## src/rtl/stream_demux2.sv

```systemverilog
// stream_demux2: 2-way streaming demultiplexer.
//
// One valid/ready input stream is steered, per packet, to one of two output streams.
// in_sel is sampled on the first beat of a packet and the destination is held until the
// beat carrying in_last. Each output owns a 2-entry {last, data} FIFO, so a stalled
// consumer only back-pressures packets headed for it.
//
// Ports:
//   clk, rst                              clock, synchronous active-high reset
//   in_data/in_valid/in_last/in_sel       input stream and per-packet destination
//   in_ready                              input accepted this cycle (no path from out*_ready)
//   out0_data/out0_valid/out0_last        channel 0 stream, out0_ready from consumer
//   out1_data/out1_valid/out1_last        channel 1 stream, out1_ready from consumer
//   pkt_cnt0/pkt_cnt1                     packets pushed per channel (optional, see below)
//
// Optional feature: define STREAM_DEMUX2_PKTCNT_EN to add the per-channel packet counters
// pkt_cnt0/pkt_cnt1 (CW bits, wrapping). Without it the counters and ports are absent.

module stream_demux2 #(
    parameter int unsigned N  = 18,
    parameter int unsigned CW = 16
) (
    input  logic          clk,
    input  logic          rst,
    input  logic [N-1:0]  in_data,
    input  logic          in_valid,
    input  logic          in_last,
    input  logic          in_sel,
    output logic          in_ready,
    output logic [N-1:0]  out0_data,
    output logic          out0_valid,
    output logic          out0_last,
    input  logic          out0_ready,
    output logic [N-1:0]  out1_data,
    output logic          out1_valid,
    output logic          out1_last,
    input  logic          out1_ready
`ifdef STREAM_DEMUX2_PKTCNT_EN
    ,
    output logic [CW-1:0] pkt_cnt0,
    output logic [CW-1:0] pkt_cnt1
`endif
);

    typedef enum logic [1:0] {StIdle, StRoute0, StRoute1} state_e;

    state_e state_q, state_d;

    // Per-channel FIFO: storage, read pointer and occupancy (0..2).
    logic [N:0] mem_q [2][2];
    logic [N:0] mem_d [2][2];
    logic       rd_q  [2];
    logic       rd_d  [2];
    logic [1:0] cnt_q [2];
    logic [1:0] cnt_d [2];

    logic       dest;
    logic       accept;
    logic [1:0] push;
    logic [1:0] pop;
    logic [1:0] out_valid;
    logic [1:0] out_ready;

    // Destination is fixed by the state mid-packet; in IDLE it follows in_sel.
    always_comb begin
        dest = in_sel;
        unique case (state_q)
            StRoute0: dest = 1'b0;
            StRoute1: dest = 1'b1;
            default:  dest = in_sel;
        endcase
    end

    // Depends only on registered occupancy, state and in_sel: no path from out*_ready.
    assign in_ready = !rst && (cnt_q[dest] != 2'd2);
    assign accept   = in_valid && in_ready;

    assign out_valid[0] = (cnt_q[0] != 2'd0);
    assign out_valid[1] = (cnt_q[1] != 2'd0);
    assign out_ready    = {out1_ready, out0_ready};

    assign out0_valid              = out_valid[0];
    assign {out0_last, out0_data}  = mem_q[0][rd_q[0]];
    assign out1_valid              = out_valid[1];
    assign {out1_last, out1_data}  = mem_q[1][rd_q[1]];

    always_comb begin
        state_d = state_q;
        if (accept) begin
            unique case (state_q)
                StIdle: begin
                    if (!in_last) begin
                        state_d = in_sel ? StRoute1 : StRoute0;
                    end
                end
                StRoute0, StRoute1: begin
                    if (in_last) begin
                        state_d = StIdle;
                    end
                end
                default: state_d = StIdle;
            endcase
        end
    end

    always_comb begin
        mem_d = mem_q;
        rd_d  = rd_q;
        cnt_d = cnt_q;
        push  = 2'b00;
        pop   = 2'b00;
        for (int c = 0; c < 2; c++) begin
            push[c] = accept && (dest == c[0]);
            pop[c]  = out_valid[c] && out_ready[c];
            // Tail slot is rd ^ cnt[0]; push never happens at cnt == 2.
            if (push[c]) begin
                mem_d[c][rd_q[c] ^ cnt_q[c][0]] = {in_last, in_data};
            end
            if (pop[c]) begin
                rd_d[c] = ~rd_q[c];
            end
            cnt_d[c] = cnt_q[c] + 2'(push[c]) - 2'(pop[c]);
        end
    end

    always_ff @(posedge clk) begin
        if (rst) begin
            state_q <= StIdle;
            for (int c = 0; c < 2; c++) begin
                rd_q[c]  <= 1'b0;
                cnt_q[c] <= 2'd0;
                // Storage is cleared so data/last read as 0 straight after reset.
                mem_q[c][0] <= '0;
                mem_q[c][1] <= '0;
            end
        end else begin
            state_q <= state_d;
            rd_q    <= rd_d;
            cnt_q   <= cnt_d;
            mem_q   <= mem_d;
        end
    end

`ifdef STREAM_DEMUX2_PKTCNT_EN
    logic [CW-1:0] pkt_cnt_q [2];
    logic [CW-1:0] pkt_cnt_d [2];

    always_comb begin
        pkt_cnt_d = pkt_cnt_q;
        for (int c = 0; c < 2; c++) begin
            if (push[c] && in_last) begin
                pkt_cnt_d[c] = pkt_cnt_q[c] + CW'(1);
            end
        end
    end

    always_ff @(posedge clk) begin
        if (rst) begin
            pkt_cnt_q[0] <= '0;
            pkt_cnt_q[1] <= '0;
        end else begin
            pkt_cnt_q <= pkt_cnt_d;
        end
    end

    assign pkt_cnt0 = pkt_cnt_q[0];
    assign pkt_cnt1 = pkt_cnt_q[1];
`endif

endmodule

```

## config.mk

```make
export PLATFORM = sky130hd
export DESIGN_NAME = stream_demux2
export DESIGN_NICKNAME = d
export VERILOG_FILES = /design/src/rtl/stream_demux2.sv
export SDC_FILE = /design/constraint.sdc
export NUM_CORES = 1
export LEC_CHECK = 0
export CAP_MARGIN = 20
export CORE_ASPECT_RATIO = 1.75
export CORE_UTILIZATION = 40
export DETAILED_ROUTE_END_ITERATION = 10
export PLACE_DENSITY = 0.69
export SETUP_SLACK_MARGIN = 0.5
export SLEW_MARGIN = 5
export SYNTH_ARGS = -nofsm -noshare
export SYNTH_HDL_FRONTEND = slang
export SYNTH_SLANG_ARGS = --single-unit
```

## constraint.sdc

```tcl
create_clock -name clk -period 5.5 [get_ports clk]
set_clock_uncertainty 0.2 [all_clocks]
set_input_delay 1.1 -clock clk [delete_from_list [all_inputs] [get_ports clk]]
set_output_delay 1.1 -clock clk [all_outputs]
set_load 0.01 [all_outputs]
```

**Word level (Yosys, flattened, before mapping)**

Index checks and enable logic that the tools add are counted.

- Flip-flop bits (word level): 84
- Latch bits: 0
- RAM bits: 0
- Memory bits (read-only): 0
- Input bits: 25
- Output and inout port bits: 41
- Memories: 0

- $add $sub $neg: 4
- Multiply operators: 0
- Div/mod/pow operators: 0
- Magnitude comparators: 7
- Equal/unequal tests: 5
- Shifts and indexed selects: 0
- Mux-type cells: 20
- Bitwise operators: 10
- Reduce and logical (&&, ||, !) cells: 14

Operators with widths:

| cell | count |
|---|---|
| 2-to-1 mux 19 bit | 8 |
| bitwise mux 38 bit | 2 |
| demux 19 bit (select 1 bit) | 2 |
| 2-to-1 mux 2 bit | 6 |
| >= comparator 2 bit, second input constant | 5 |
| inverter 1 -> 2 bit | 5 |
| logical AND 1 bit | 8 |
| inequality test 2 bit, second input constant | 3 |
| adder 2 x 1 -> 2 bit | 2 |
| less-than comparator 2 x 1 -> 1 bit, second input constant | 2 |
| one-hot mux 2 bit (2 select lines) | 1 |
| nonzero test 2 bit | 2 |
| subtractor 2 x 1 -> 2 bit | 2 |
| inverter 1 bit | 3 |
| AND reduction 3 bit | 1 |
| == test 2 x 1 -> 1 bit, second input constant | 1 |
| == test 2 bit, second input constant | 1 |
| zero test 2 bit | 1 |
| one-hot mux 1 bit (2 select lines) | 1 |
| OR reduction 2 bit | 1 |
| bitwise XOR 1 bit | 2 |
| zero test 1 bit | 1 |

**Longest topological paths before layout**

Gate-level depths: netlist of the first run.

- Depth in word-level cells: 12
- Depth in mapped cells: 10
- Gate-level depth less buffers: 10

**Worst setup path after synthesis of the first run**

Ideal clock, no wire load.

- Path type: input port to output port
- Start point: input port rst
- End point: output port in_ready
- Arrival time: 1979 ps
- Data required time: 4200 ps
- Path slack: 2221 ps
- Stages on the path: 4
- Buffers on the path: 3
- Cells stage by stage: clkbuf_1 -> clkbuf_1 -> clkbuf_1 -> nor2_1

- Longest elaborated chain between the ends: 2

Ends and longest elaborated chain:

| item | line | text |
|---|---|---|
| from (decl) | 24 | `input logic rst,` |
| zero test 1 bit | 75 | `assign in_ready = !rst && (cnt_q[dest] != 2'd2);` |
| logical AND 1 bit | 75 |  |
| to (decl) | 29 | `output logic in_ready,` |

Every way passes these cells.

**Final worst setup path of the first run**

- Start point: input port in_sel
- End point: output port in_ready

- Longest elaborated chain between the ends: 7

Ends and longest elaborated chain:

| item | line | text |
|---|---|---|
| from (decl) | 28 | `input logic in_sel,` |
| one-hot mux 1 bit (2 select lines) | 67 | `unique case (state_q)` |
| inverter 1 -> 2 bit (not written as such) | 75 |  |
| 2-to-1 mux 2 bit (not written as such) (3 in series) | 75 |  |
| inequality test 2 bit | 75 |  |
| logical AND 1 bit | 75 |  |

Every way passes these cells. The select of a mux whose other input is x is not followed.

==> results of run 1 <==
## metal layers
metal,vias up,track usage,part of all wire
met5,-,0,0
met4,0,0.0795,0.020
met3,12,0.0448,0.032
met2,45,0.316,0.53
met1,1261,0.195,0.42
li1,1343,-,-
## placed cells by master, fill, tap and decap left out, types with 3 or more instances in the layout
| cell | netlist | final |
|---|---|---|
| dfxtp_1 | 84 | 84 |
| nor2_1 | 82 | 82 |
| mux2i_1 | 80 | 80 |
| clkdlybuf4s50_1 | 0 | 64 |
| mux2_2 | 39 | 39 |
| clkbuf_16 | 0 | 9 |
| nand2_1 | 8 | 8 |
| nor2b_1 | 6 | 6 |
| buf_4 | 3 | 6 |
| ha_1 | 5 | 5 |
| inv_1 | 4 | 4 |
| nand2b_1 | 4 | 4 |
| or3_1 | 3 | 3 |
## report_power, final
part	leakage (uW)	switching, uW	internal, uW
registers	0.000680	46.9	656
logic	0.00124	187	222
clock network	0.000135	223	327
total	0.00206	458	1200
## area by class of cell
type                    count  area, um^2
well taps                 120         150
repair buffers             72         706
fillers                   874        4340
clock inverters             2        10.0
flip-flops and latches     84        1680
multi-input cells         251        1930
inverters                   4        15.0
clock buffers              13         260
## registers in the layout, summed over array words and instances, names as in the netlist
name	cells
mem_q	76
cnt_q	4
state_q	2
rd_q	2
## cell families after synthesis
kind of cell	after synthesis
muxes	120
and+or+nand+nor	112
DFF	84
buffers and inverters	27
AOI/OAI and AO/OA	10
adders and majority gates	5
xor gates and xnor gates	4
## cell usage after synthesis (3+ instances only)
library cell,instances
mux2i_1,80
buf_6,4
clkbuf_1,10
buf_1,4
nand2_1,8
mux2_2,39
nor2b_1,6
ha_1,5
nor2_1,82
buf_4,3
or3_1,3
dfxtp_1,84
inv_1,4
nand2b_1,4
## stage by stage
step | total power (uW) | area, um^2 | instances | util | setup WS [ps]
2_1_floorplan | 979 | 3750 | 362 | - | 2220
3_3_place_gp | 1120 | 4460 | 530 | 0.491 | 1380
3_5_place_dp | 1130 | 4480 | 531 | 0.493 | 1340
4_1_cts | 1690 | 4750 | 546 | 0.522 | 1320
5_1_grt | 1750 | 4750 | 546 | 0.522 | 1190
6_report | 1660 | 4750 | 546 | 0.522 | 1340
## worst max path at each step
| stage | start | to | slack (ps) | cells past startpoint |
|---|---|---|---|---|
| final | in_sel | in_ready | 1340 | 5 |
| after global placement | in_sel | in_ready | 1380 | 6 |
| after CTS | in_sel | in_ready | 1320 | 5 |
| after floorplan | rst | in_ready | 2220 | 4 |
| after detailed placement | in_sel | in_ready | 1340 | 5 |
| after global routing | in_sel | in_ready | 1190 | 5 |
## worst max-delay path: cells and delay by family
| family | cells | cell delay [ps] |
|---|---|---|
| compound gates | 1 | 180 |
| buf+inv | 2 | 990 |
| mux | 1 | 480 |
| simple gates | 1 | 100 |
==> impl_metrics.yaml, run 1 <==
route:
  dr.pass1.iters: 4
  via_per_inst: 4.87
  ant_nets: 0
  drt_iter0_markers: 101
  wl_per_cell_um: 14.6
  route.detailed.drc: 0
  vias: 2661
  routed_wl_mm: 7.98
cts:
  numClockSinks: 84
  cts-resized-gates: 0
  root_buffer: "clkbuf_16"
  clock_path_buffers: 2
  cts_setup_buffers: 0
  cts.clk_slew.worst_paths_ps: 60
  cts_tree: "yes"
  holdBufCountCts: 0
  numCtsBuffers: 9
  clk_latency_ps: 330
  h-tree-depth: 3
critical_path:
  start_kind: "input port"
  timing.rr.end: "cnt_q[3]"
  required_ps: 4200
  critPathKind: "input port to primary output"
  critPathMaxStageDelay_ps: 530
  cp_common_cell: "clkdlybuf4s50_1"
  slowest_stage: "clkdlybuf4s50_1"
  regToRegSetupSlack_ps: 2830
  timing.rr.start: "state_q[1]"
  cp_max_fo: 6
  cp_data_arrival_time_ps: 2860
  end_kind: "primary output"
  r2r_cells: 9
  path_cells: "clkdlybuf4s50_1 -> mux2i_1 -> o21ai_0 -> nor2_1 -> clkdlybuf4s50_1"
yosys:
  synth-xor-area-share: 0.00933
  synth-seq-cells: 84
  netlist.area_leader.share: 0.448
  syn_nets: 392
  ys_warn_count: 0
  yosysTopAreaCell: "dfxtp_1"
  synth_compound_area_frac: 0.0223
  syn_avg_cell_area_um2: 10.4
  synth_fa_ha_area_frac: 0.0167
  ys_types: 32
  synthArstFlopShare: 0
  netlist_area_um2: 3750
  syn_inst: 362
  synth-edff-count: 0
  muxShareOfSynthArea: 0.333
  ys_seq_area_frac: 0.448
  synth-main-ff-cell: "dfxtp_1"
  synth_area_leaders: "dfxtp_1 45%, mux2i_1 21%, mux2_2 12%, nor2_1 8.2%, ha_1 1.7%"
  yosys.area_share.simple: 0.128
  synth_top_family_by_area: "multiplexers"
sta:
  setup_tns_ps: 0
  slew_violations: 0
  hold_viol: 0
  worst_pin_slew_ps: 880
  setup_viol: 0
  period_share: 0.756
  fmax_mhz: 240
  fin_hold_ws_ps: 276
  rsz0062_at_grt: "false"
  period_needed_ps: 4160
  relSlewSlack: 0.413
worst_hold_path:
  hold_path_class: "flop to flop"
  hold_end: "state_q[0]"
  min_from: "state_q[0]"
  holdPathStages: 2
run_status:
  outcome: "complete, no violations"
grt:
  grt_pass1_vias: 2654
  grt_usage: 0.178
  grt_pass1_wl_mm: 12.9
  grt-ovfl-total: 0
  antenna_found_initial: 0
  grt_max_degree: 90
floorplanning:
  initial_core_util: 0.413
  dieArea_um2: 9790
  fp.dieH_um: 130
  ios: 66
  row_count: 46
  die_w_um: 75.2
  core-area_um2: 9090
finish:
  nets: 452
  area_delta_synth_final_pct: 26.5
  antenna_cells: 0
  drive_above_1_share: 0.153
pwr:
  leakagePower_uw: 0.00206
  ir_drop_v: 0.000198
  powerDensity_nw_per_um2: 350
place:
  place_congestion: 0.794
  hpwl_mm: 5.32
  portBuffers: 65
flow_run:
  max_cap_viol_count: 0
(Power assumes the default switching activity.)
==> run 2: changes to the inputs <==
Clock period 5.5 ns to 4.2 ns, I/O delays scaled along.
==> impl_metrics.yaml, run 2 (synthesis results as in run 1) <==
run_status:
  outcome: "complete, no violations"
route:
  wl_per_cell_um: 15.0
  route.detailed.drc: 0
  routed_wl_mm: 8.22
  drt_iter0_markers: 77
  dr.pass1.iters: 4
  vias: 2693
  ant_nets: 0
  via_per_inst: 4.91
critical_path:
  cp.buffers_inverters: 2
  start_kind: "input port"
  critPathKind: "input port to primary output"
  cp_max_fo: 5
  cp_top_family: "buffers and inverters"
  r2r_cells: 6
  timing.rr.end: "mem_q[71]"
  required_ps: 3160
  critPathLaunch: "in_sel"
  timing.rr.start: "rd_q[1]"
  path_cells: "clkdlybuf4s50_1 -> mux2_2 -> or3_1 -> o21ai_0 -> nor2_1 -> dlymetal6s2s_1"
  cp_num_cells: 6
  cp_data_arrival_time_ps: 2330
  regToRegSetupSlack_ps: 1540
  end_kind: "primary output"
  critPathMaxStageDelay_ps: 470
  slowest_stage: "clkdlybuf4s50_1"
  endpoint: "in_ready"
grt:
  grt_pass1_vias: 2666
  grt_max_degree: 50
  grt-ovfl-total: 0
  antenna_found_initial: 0
  grt_usage: 0.182
  grt_pass1_wl_mm: 13.0
cts:
  holdBufCountCts: 0
  h-tree-depth: 3
  numClockSinks: 84
  clock_path_buffers: 2
  cts.clk_slew.worst_paths_ps: 60
  root_buffer: "clkbuf_16"
  numCtsBuffers: 9
  clk_latency_ps: 330
  cts_tree: "yes"
finish:
  mostFrequentLayoutCell: "dfxtp_1"
  largest_register_ffs: 76
  regMostFlops: "mem_q"
  drive_above_1_share: 0.161
  reg_top3: "mem_q x76, cnt_q x4"
  area_delta_synth_final_pct: 28.5
  antenna_cells: 0
  mostFrequentLayoutCells: "84 x dfxtp_1, 82 x nor2_1, 79 x mux2i_1, 63 x clkdlybuf4s50_1, 39 x mux2_2"
  final_util: 0.531
  nets: 454
sta:
  fin_hold_ws_ps: 280
  hold_viol: 0
  fmax_mhz: 297
  period_needed_ps: 3370
  slew_violations: 0
  setup_tns_ps: 0
  worst_pin_slew_ps: 1010
  relSlewSlack: 0.328
  period_share: 0.802
  rsz0062_at_grt: "false"
  setup_viol: 0
floorplanning:
  fp.dieH_um: 130
  initial_core_util: 0.413
  row_count: 46
  ios: 66
  dieArea_um2: 9790
  core-area_um2: 9090
  die_w_um: 75.2
pwr:
  power.total_uw: 2300
  comb_power_share: 0.232
  leakagePower_uw: 0.00210
  powerDensity_nw_per_um2: 477
  switching_power_uw: 614
  seq_power_share: 0.402
  ir_drop_v: 0.000349
  p_int_uw: 1690
  power.share.clock: 0.365
  netSwitchingFraction: 0.267
place:
  place_congestion: 0.761
  portBuffers: 65
  hpwl_mm: 5.60
flow_run:
  max_cap_viol_count: 0
worst_hold_path:
  hold_path_class: "flop to flop"
run 2: changes by cell type in the layout (fill, tap and decap cells not counted), sizes merged:
| cell | before | now |
|---|---|---|
| buf | 8 | 10 |
| bufinv | 0 | 2 |
| clkbuf | 13 | 12 |
| clkdlybuf4s50 | 64 | 63 |
| clkinv | 2 | 1 |
| clkinvlp | 0 | 1 |
| dlymetal6s2s | 0 | 1 |
run 2: tightest hold or removal path, cell delays in order (launching register included):
cell,delay [ps]
dfxtp_1,310
nand2b_1,70
mux2i_1,60
run 2: through the flow:
step	cells	worst slack, ps	cell area, um^2
after floorplan	362	1440	3750
after global placement	533	560	4500
after detailed placement	533	531	4500
after CTS	549	528	4820
after global routing	549	768	4820
final	549	832	4820
run 2: metal layers:
metal	global-route usage	part of all wire	vias to the layer above
met2	0.314	0.52	48
li1	-	-	1347
met3	0.0533	0.032	13
met4	0.0784	0.022	0
met5	0	0	-
met1	0.203	0.42	1285
run 2: cell type report:
class	count	area, um^2
clock buffers	12	246
clock inverters	4	72.6
fillers	852	4270
inverters	4	15.0
multi-input cells	251	1930
flip-flops and latches	84	1680
well taps	120	150
repair buffers	74	728
run 2: worst min-delay path by stage:
stage                  to  depth (start not counted)  slack (ps)        from
6_report       state_q[0]                          2         280  state_q[0]
5_1_grt        state_q[0]                          2         300  state_q[0]
4_1_cts        state_q[0]                          2         280  state_q[0]
3_5_place_dp   state_q[0]                          2         270  state_q[0]
3_3_place_gp   state_q[0]                          2         260  state_q[0]
2_1_floorplan  state_q[0]                          2         250  state_q[0]
run 2: power groups by stage:
stage	clock [uW]	combinational [uW]	sequential, uW
floorplan	0	375	907
global placement	0	534	940
detailed placement	0	540	945
CTS	864	542	928
global route	908	581	938
finish	841	535	926
run 2: what timing repair did:
item	CTS	global route
setup buffers	0	0
gates resized for setup	0	2
endpoints found under the setup margin	0	1
==> run 3: changes to the inputs <==
Clock period 4.2 ns to 3.2 ns, I/O delays scaled along.
==> impl_metrics.yaml, run 3 (synthesis results as in run 1) <==
sta:
  fin_hold_ws_ps: 289
  slew_violations: 0
  worst_pin_slew_ps: 506
  setup_viol: 0
  setup_tns_ps: 0
  relSlewSlack: 0.663
  rsz0062_at_grt: "true"
  period_needed_ps: 2710
  hold_viol: 0
  fmax_mhz: 369
  period_share: 0.846
pwr:
  powerDensity_nw_per_um2: 589
  leakagePower_uw: 0.00211
  ir_drop_v: 0.000320
finish:
  largest_register_ffs: 76
  mostFrequentLayoutCells: "82 x nor2_1, 81 x dfxtp_1, 80 x mux2i_1, 62 x clkdlybuf4s50_1, 38 x mux2_2"
  drive_above_1_share: 0.191
  reg_top3: "mem_q x76, cnt_q x4"
  nFillCells: 895
  mostFrequentLayoutCell: "nor2_1"
  nets: 464
  area_delta_synth_final_pct: 29.0
  antenna_cells: 0
  regMostFlops: "mem_q"
route:
  routed_wl_mm: 8.31
  dr.pass1.iters: 4
  drt_iter0_markers: 84
  route.detailed.drc: 0
  wl_per_cell_um: 15.0
  via_per_inst: 5.01
  ant_nets: 0
  vias: 2779
cts:
  h-tree-depth: 3
  root_buffer: "clkbuf_16"
  clock_path_buffers: 2
  clk_latency_ps: 340
  numCtsBuffers: 9
  cts_tree: "yes"
  cts.clk_slew.worst_paths_ps: 50
  numClockSinks: 84
  holdBufCountCts: 0
critical_path:
  cp_data_arrival_time_ps: 1870
  start_kind: "flop"
  critPathKind: "flop to primary output"
  end_kind: "primary output"
  cp_max_fo: 2
  regToRegSetupSlack_ps: 750
  required_ps: 2360
grt:
  grt_max_degree: 51
  grt_pass1_wl_mm: 13.4
  grt_pass1_vias: 2854
  grt-ovfl-total: 0
  antenna_found_initial: 0
  grt_usage: 0.185
floorplanning:
  ios: 66
  initial_core_util: 0.413
  fp.dieH_um: 130
  row_count: 46
  core-area_um2: 9090
  dieArea_um2: 9790
  die_w_um: 75.2
place:
  place_congestion: 0.777
  portBuffers: 65
  hpwl_mm: 5.61
worst_hold_path:
  hold_path_class: "flop to flop"
run_status:
  outcome: "complete, no violations"
flow_run:
  max_cap_viol_count: 0
run 3: repair_timing:
action / in CTS / in global routing
gates resized for setup: 18 / 0
buffers inserted: 3 / 1
endpoints found under the setup margin: 26 / 1
pin swaps: 2 / 2
run 3: cell type report:
| type | count | area, um^2 | share of cell area |
|---|---|---|---|
| clock buffer | 12 | 246 | 0.0509 |
| tap | 120 | 150 | 0.0310 |
| timing repair buffer | 84 | 793 | 0.164 |
| multi-input combinational | 251 | 1950 | 0.403 |
| sequential | 84 | 1690 | 0.348 |
| inverter | 4 | 15.0 | 0.00310 |
run 3: through the flow:
| stage | worst slack (ps) | instance area (um^2) | util | std cells | power, uW |
|---|---|---|---|---|---|
| finish | 493 | 4840 | 0.532 | 555 | 2850 |
| floorplan | 825 | 3750 | - | 362 | 1680 |
| CTS | 453 | 4830 | 0.532 | 554 | 2890 |
| detailed placement | 74.4 | 4530 | 0.498 | 539 | 1960 |
| global placement | 95.0 | 4530 | 0.498 | 539 | 1940 |
| global route | 433 | 4840 | 0.532 | 555 | 3000 |
run 3: routing by layer:
layer	vias up	global-route usage	routed length (um)
met2	52	0.332	4340
met4	0	0.0861	220
met1	1345	0.193	3420
li1	1365	-	-
met5	-	0	0
met3	17	0.0564	330
run 3: worst paths after layout:
path | end | start | depth (start not counted)
max | in_ready | state_q[0] | 7
min | mem_q[24] | mem_q[24] | 2
max reg2reg | cnt_q[3] | state_q[0] | 11
min reg2reg | mem_q[24] | mem_q[24] | 2
run 3: power by group:
group          internal, uW  switching (uW)
sequential             1130            57.6
combinational           408             360
clock                   529             369
total                  2070             786
run 3: worst max-delay path: stages, from the launching register on:
cell and delay, ps:
dfxtp_2 330, inv_2 50, ha_4 260, mux2_4 300, or3_4 340, o21ai_2 60, nor2_1 50, buf_2 140
